==> config.mk <==
export PLATFORM = sky130hd
export DESIGN_NAME = freq_meter
export DESIGN_NICKNAME = d
export VERILOG_FILES = /design/src/rtl/freq_pkg.sv /design/src/rtl/sync_edge.sv /design/src/rtl/freq_meter.sv
export SDC_FILE = /design/constraint.sdc
export NUM_CORES = 1
export LEC_CHECK = 0
export CORE_MARGIN = 2
export CORE_UTILIZATION = 40
export CTS_CLUSTER_DIAMETER = 30
export DETAILED_ROUTE_END_ITERATION = 8
export HOLD_SLACK_MARGIN = 0.15
export PLACE_DENSITY = 0.67
export RECOVER_POWER = 25
export SLEW_MARGIN = 25
export SYNTH_ARGS = -nofsm -noshare
export SYNTH_HDL_FRONTEND = slang
export SYNTH_HIERARCHICAL = 1
export SYNTH_SLANG_ARGS = --single-unit
export TNS_END_PERCENT = 1
==> constraint.sdc <==
create_clock -name clk -period 2.2 [get_ports clk]
set_input_delay 0.44 -clock clk [delete_from_list [all_inputs] [get_ports clk]]
set_output_delay 0.44 -clock clk [all_outputs]
set_load 0.02 [all_outputs]
==> src/rtl/freq_pkg.sv <==
// Shared types and constants for the frequency meter and its edge detector.
package freq_pkg;

    // Default width of the period counter and the result registers
    localparam int CNT_W_DEF = 31;

    // Number of flops that re-time an asynchronous input into the clk domain
    localparam int SYNC_STAGES = 2;

    // Measurement states: waiting for a first edge, counting, and lost signal
    typedef enum logic [1:0] {
        IDLE,
        MEAS,
        TO
    } state_t;

endpackage

==> src/rtl/sync_edge.sv <==
// Synchronizes an asynchronous input and produces one-cycle rise/fall pulses.
module sync_edge
    import freq_pkg::*;
(
    input  logic clk,
    input  logic rstn,
    input  logic async_i,
    output logic rise_o,
    output logic fall_o
);

    logic [SYNC_STAGES-1:0] sync_q;
    logic                   delay_q;

    // Re-time the input through the synchronizer chain, then delay it one more cycle for edge detection
    always_ff @(posedge clk or negedge rstn) begin
        if (!rstn) begin
            sync_q  <= '0;
            delay_q <= 1'b0;
        end else begin
            sync_q  <= {sync_q[SYNC_STAGES-2:0], async_i};
            delay_q <= sync_q[SYNC_STAGES-1];
        end
    end

    assign rise_o = sync_q[SYNC_STAGES-1] & ~delay_q;
    assign fall_o = ~sync_q[SYNC_STAGES-1] & delay_q;

endmodule

==> src/rtl/freq_meter.sv <==
// Measures period and high time of an asynchronous square wave in clk cycles.
module freq_meter
    import freq_pkg::*;
#(
    parameter int CNT_W   = CNT_W_DEF,
    parameter int TIMEOUT = 1000000
) (
    input  logic             clk,
    input  logic             rstn,
    input  logic             clr,
    input  logic             sig_in,
    output logic [CNT_W-1:0] period,
    output logic [CNT_W-1:0] high_time,
    output logic             valid,
    output logic             locked,
    output logic             timeout
);

    localparam logic [CNT_W-1:0] TIMEOUT_C = CNT_W'(TIMEOUT);
    localparam logic [CNT_W-1:0] ONE_C     = CNT_W'(1);

    logic rise;
    logic fall;

    state_t           state_q;
    logic [CNT_W-1:0] cnt_q;
    logic [CNT_W-1:0] cnt_d;
    logic [CNT_W-1:0] hiLat_q;
    logic [CNT_W-1:0] period_q;
    logic [CNT_W-1:0] highTime_q;
    logic             valid_q;
    logic             locked_q;
    logic             timeout_q;

    sync_edge u_sync_edge (
        .clk     (clk),
        .rstn    (rstn),
        .async_i (sig_in),
        .rise_o  (rise),
        .fall_o  (fall)
    );

    assign cnt_d = cnt_q + ONE_C;

    // Measurement FSM: counts cycles between rises, latches the high time on fall, reports on rise
    always_ff @(posedge clk or negedge rstn) begin
        if (!rstn) begin
            state_q    <= IDLE;
            cnt_q      <= '0;
            hiLat_q    <= '0;
            period_q   <= '0;
            highTime_q <= '0;
            valid_q    <= 1'b0;
            locked_q   <= 1'b0;
            timeout_q  <= 1'b0;
        end else begin
            valid_q <= 1'b0;
            if (clr) begin
                state_q   <= IDLE;
                locked_q  <= 1'b0;
                timeout_q <= 1'b0;
            end else begin
                case (state_q)
                    IDLE: begin
                        if (rise) begin
                            state_q <= MEAS;
                            cnt_q   <= ONE_C;
                        end
                    end
                    MEAS: begin
                        if (rise) begin
                            period_q   <= cnt_q;
                            highTime_q <= hiLat_q;
                            valid_q    <= 1'b1;
                            locked_q   <= 1'b1;
                            cnt_q      <= ONE_C;
                        end else begin
                            cnt_q <= cnt_d;
                            if (fall) begin
                                hiLat_q <= cnt_q;
                            end
                            if (cnt_q == TIMEOUT_C) begin
                                state_q   <= TO;
                                timeout_q <= 1'b1;
                                locked_q  <= 1'b0;
                            end
                        end
                    end
                    TO: begin
                        if (rise) begin
                            state_q   <= MEAS;
                            timeout_q <= 1'b0;
                            cnt_q     <= ONE_C;
                        end
                    end
                    default: begin
                        state_q <= IDLE;
                    end
                endcase
            end
        end
    end

    assign period    = period_q;
    assign high_time = highTime_q;
    assign valid     = valid_q;
    assign locked    = locked_q;
    assign timeout   = timeout_q;

endmodule

==> results.py <==
metrics = {
    "layout": {
        "fill_cells": 1224,
        "layout_common_cells": "dfrtp_1, mux2_2, clkdlybuf4s50_1",
        "final_common_cell": "dfrtp_1",
        "layout-drive-gt1-share": 0.3118,
        "area_growth_pct": 31.33,
        "diodes": 0,
        "fin_nets": 567,
    },
    "floorplan": {
        "io_pins": 69,
        "die-area_um2": 15430,
        "rows": 43,
        "die_w_um": 124.2,
        "coreArea_um2": 13990,
        "start_util": 0.4131,
        "die_h_um": 124.2,
    },
    "clock_network": {
        "post_cts_buffers": 0,
        "clk_path_buf_depth": 2,
        "clock_latency_ns": 0.42,
        "cts_tree": "done",
        "path_clk_slew_ns": 0.06,
        "cts_htree_levels": 4,
        "cts.sinks": 132,
        "cts_root_buf": "clkbuf_16",
        "numCtsBuffers": 17,
    },
    "synthesis": {
        "yosysWarnings": 6,
        "synth_edf_count": 0,
        "syn-cell-area_um2": 5779,
        "synth_nets": 475,
        "synth_area_per_cell_um2": 12.32,
        "synth_cells": 469,
        "synthArstFlopShare": 1.000,
        "synth_top_flop_cell": "dfrtp_1",
        "yosysUniqueCellTypes": 49,
        "ys_seq_elements": 132,
        "ys_seq_area_frac": 0.5716,
    },
    "global_routing": {
        "grt_pass1_vias": 4343,
        "grt_usage": 0.1781,
        "grt_start_max_net_pins": 63,
        "grt_overflow_total": 0,
        "antenna_found_initial": 0,
        "grt_pass1_wl_um": 22090,
    },
    "place": {
        "pre_cts_ws_ns": -0.07475,
        "dp_hpwl_um": 8825,
        "portBuffers": 68,
        "gp_congestion": 0.8453,
    },
    "hold_path": {
        "hp-class": "reg -> reg",
        "min_path_cells": 0,
    },
    "sta": {
        "fin_crit_sh": 0.9116,
        "finalSetupViolCount": 0,
        "relSlewSlack": 0.3666,
        "fmax_mhz": 498.6,
        "finalSetupTns_ns": 0,
        "hold_viol": 0,
        "worst_pin_slew_ns": 0.9501,
        "setup_ws_ns": 0.1944,
        "maxSlewViolCount": 0,
        "rsz0062_at_grt": "no",
        "period_minus_slack_ns": 2.006,
        "fin_skew_ns": 0.008938,
    },
    "critical_path": {
        "critical_path_class": "reg -> reg",
        "rr_endpoint": "cnt_q[19]",
        "worst_ep_arrival_time_ns": 2.31,
        "crit_required_ns": 2.50,
        "critPathCapture": "cnt_q[19]",
        "start_kind": "register",
        "end_kind": "register",
        "reg2reg_depth": 4,
        "cp_max_fo": 8,
        "reg2reg_slack_ns": 0.19,
        "rr_startpoint": "cnt_q[8]",
        "crit_start": "cnt_q[8]",
    },
    "power": {
        "p_leak_uw": 0.003474,
        "ir_worst_vdd_mv": 0.4151,
        "p_per_area_nw_per_um2": 824.4,
    },
    "flow_run": {
        "maxCapViolCount": 0,
    },
    "run_status": {
        "outcome": "finished, final reports clean",
    },
    "route": {
        "firstDrtPassIters": 5,
        "viasPerCell": 5.589,
        "wl_per_cell_um": 17.25,
        "drt-total-wl_um": 13010,
        "ant_nets": 0,
        "drcViolationCount": 0,
        "initialDrtViolationCount": 237,
        "dr_total_vias": 4214,
    },
}
## Yosys cell counts, drive strengths merged, types with 2 or more instances
master	n	share of area
dfrtp	132	0.57
mux2	93	0.18
nand2	29	0.019
clkbuf	22	0.014
o21ai	22	0.019
nor4	19	0.022
buf	15	0.013
a31oi	13	0.014
nor2	13	0.0084
nand4	11	0.014
a32oi	9	0.014
nand3	9	0.0087
a21oi	8	0.0069
nor3	8	0.0078
and3	7	0.0078
inv	6	0.0039
a21o	5	0.0065
a41oi	4	0.0061
o311ai	4	0.0061
and4	3	0.0048
nand2b	3	0.0032
nor2b	3	0.0032
nor4b	3	0.0045
o21a	3	0.0039
a31o	2	0.0030
and2	2	0.0022
ha	2	0.0043
o41ai	2	0.0030
or2	2	0.0022
or3	2	0.0022
or4b	2	0.0035
## report_power, final
group          internal (uW)  switching (uW)  leakage [uW]
clock network           2160            1060      0.000313
logic                    199             241       0.00134
registers               2520            85.2       0.00182
## stage by stage
stage	total power [uW]	cells	hold slack, ns	cell area, um^2	util
global placement	3079	721	0.3350	6924	0.4950
global route	6502	754	0.3701	7590	0.5426
CTS	6326	754	0.3580	7609	0.5439
finish	6257	754	0.3553	7590	0.5426
detailed placement	3094	721	0.3442	6924	0.4950
floorplan	2851	469	0.1444	5779	-
## repair_timing
action,CTS,global route
setup endpoints to repair,0,1
hold endpoints to repair,35,0
hold buffers,1,0
resized for setup,0,1
## metal layers
metal  vias up  track usage  wire, um
li1       1933            -         -
met1      2106       0.2387      5813
met4         0      0.07469       244
met5         -            0         0
met3        29      0.05207       764
met2       146       0.2710      6182
## state kept, by name, summed over array words and instances, names as in the netlist
signal	flops
state_q	2
timeout	1
u_sync_edge/delay_q	1
locked	1
valid	1
high_time	31
period	31
hiLat_q	31
u_sync_edge/sync_q	2
cnt_q	31
## cell families after synthesis
group	synth area share
flip-flops	0.5716
AND/OR/NAND/NOR	0.1208
multiplexers	0.1812
AO/OA/AOI/OAI	0.09137
buffers and inverters	0.03074
adder cells (fa/ha/maj)	0.004329
## final cells by class
class / instances / area (um^2) / share of cell area
Clock buffer: 20 / 446.7 / 0.05885
Clock inverter: 12 / 227.7 / 0.03000
Inverter: 6 / 22.52 / 0.002967
Multi-Input combinational cell: 294 / 2308 / 0.3042
Sequential cell: 132 / 3303 / 0.4352
Tap cell: 180 / 225.2 / 0.02967
Timing Repair Buffer: 110 / 1056 / 0.1391
## worst min-delay path by stage
stage / startpoint / to / slack (ns)
3_3_place_gp: u_sync_edge/sync_q[0] / u_sync_edge/sync_q[1] / 0.34
6_report: u_sync_edge/sync_q[0] / u_sync_edge/sync_q[1] / 0.36
2_1_floorplan: rstn / cnt_q[0] / 0.14
3_5_place_dp: u_sync_edge/sync_q[0] / u_sync_edge/sync_q[1] / 0.34
4_1_cts: u_sync_edge/sync_q[0] / u_sync_edge/sync_q[1] / 0.36
5_1_grt: u_sync_edge/sync_q[0] / u_sync_edge/sync_q[1] / 0.37
## worst max-delay path, stage by stage (launching register included)
cell and delay (ns):
dfrtp_1 0.49, nand4_2 0.20, or4_4 0.55, o311a_1 0.37, a211o_1 0.28
No activity file was read; power rests on OpenSTA's default activity.
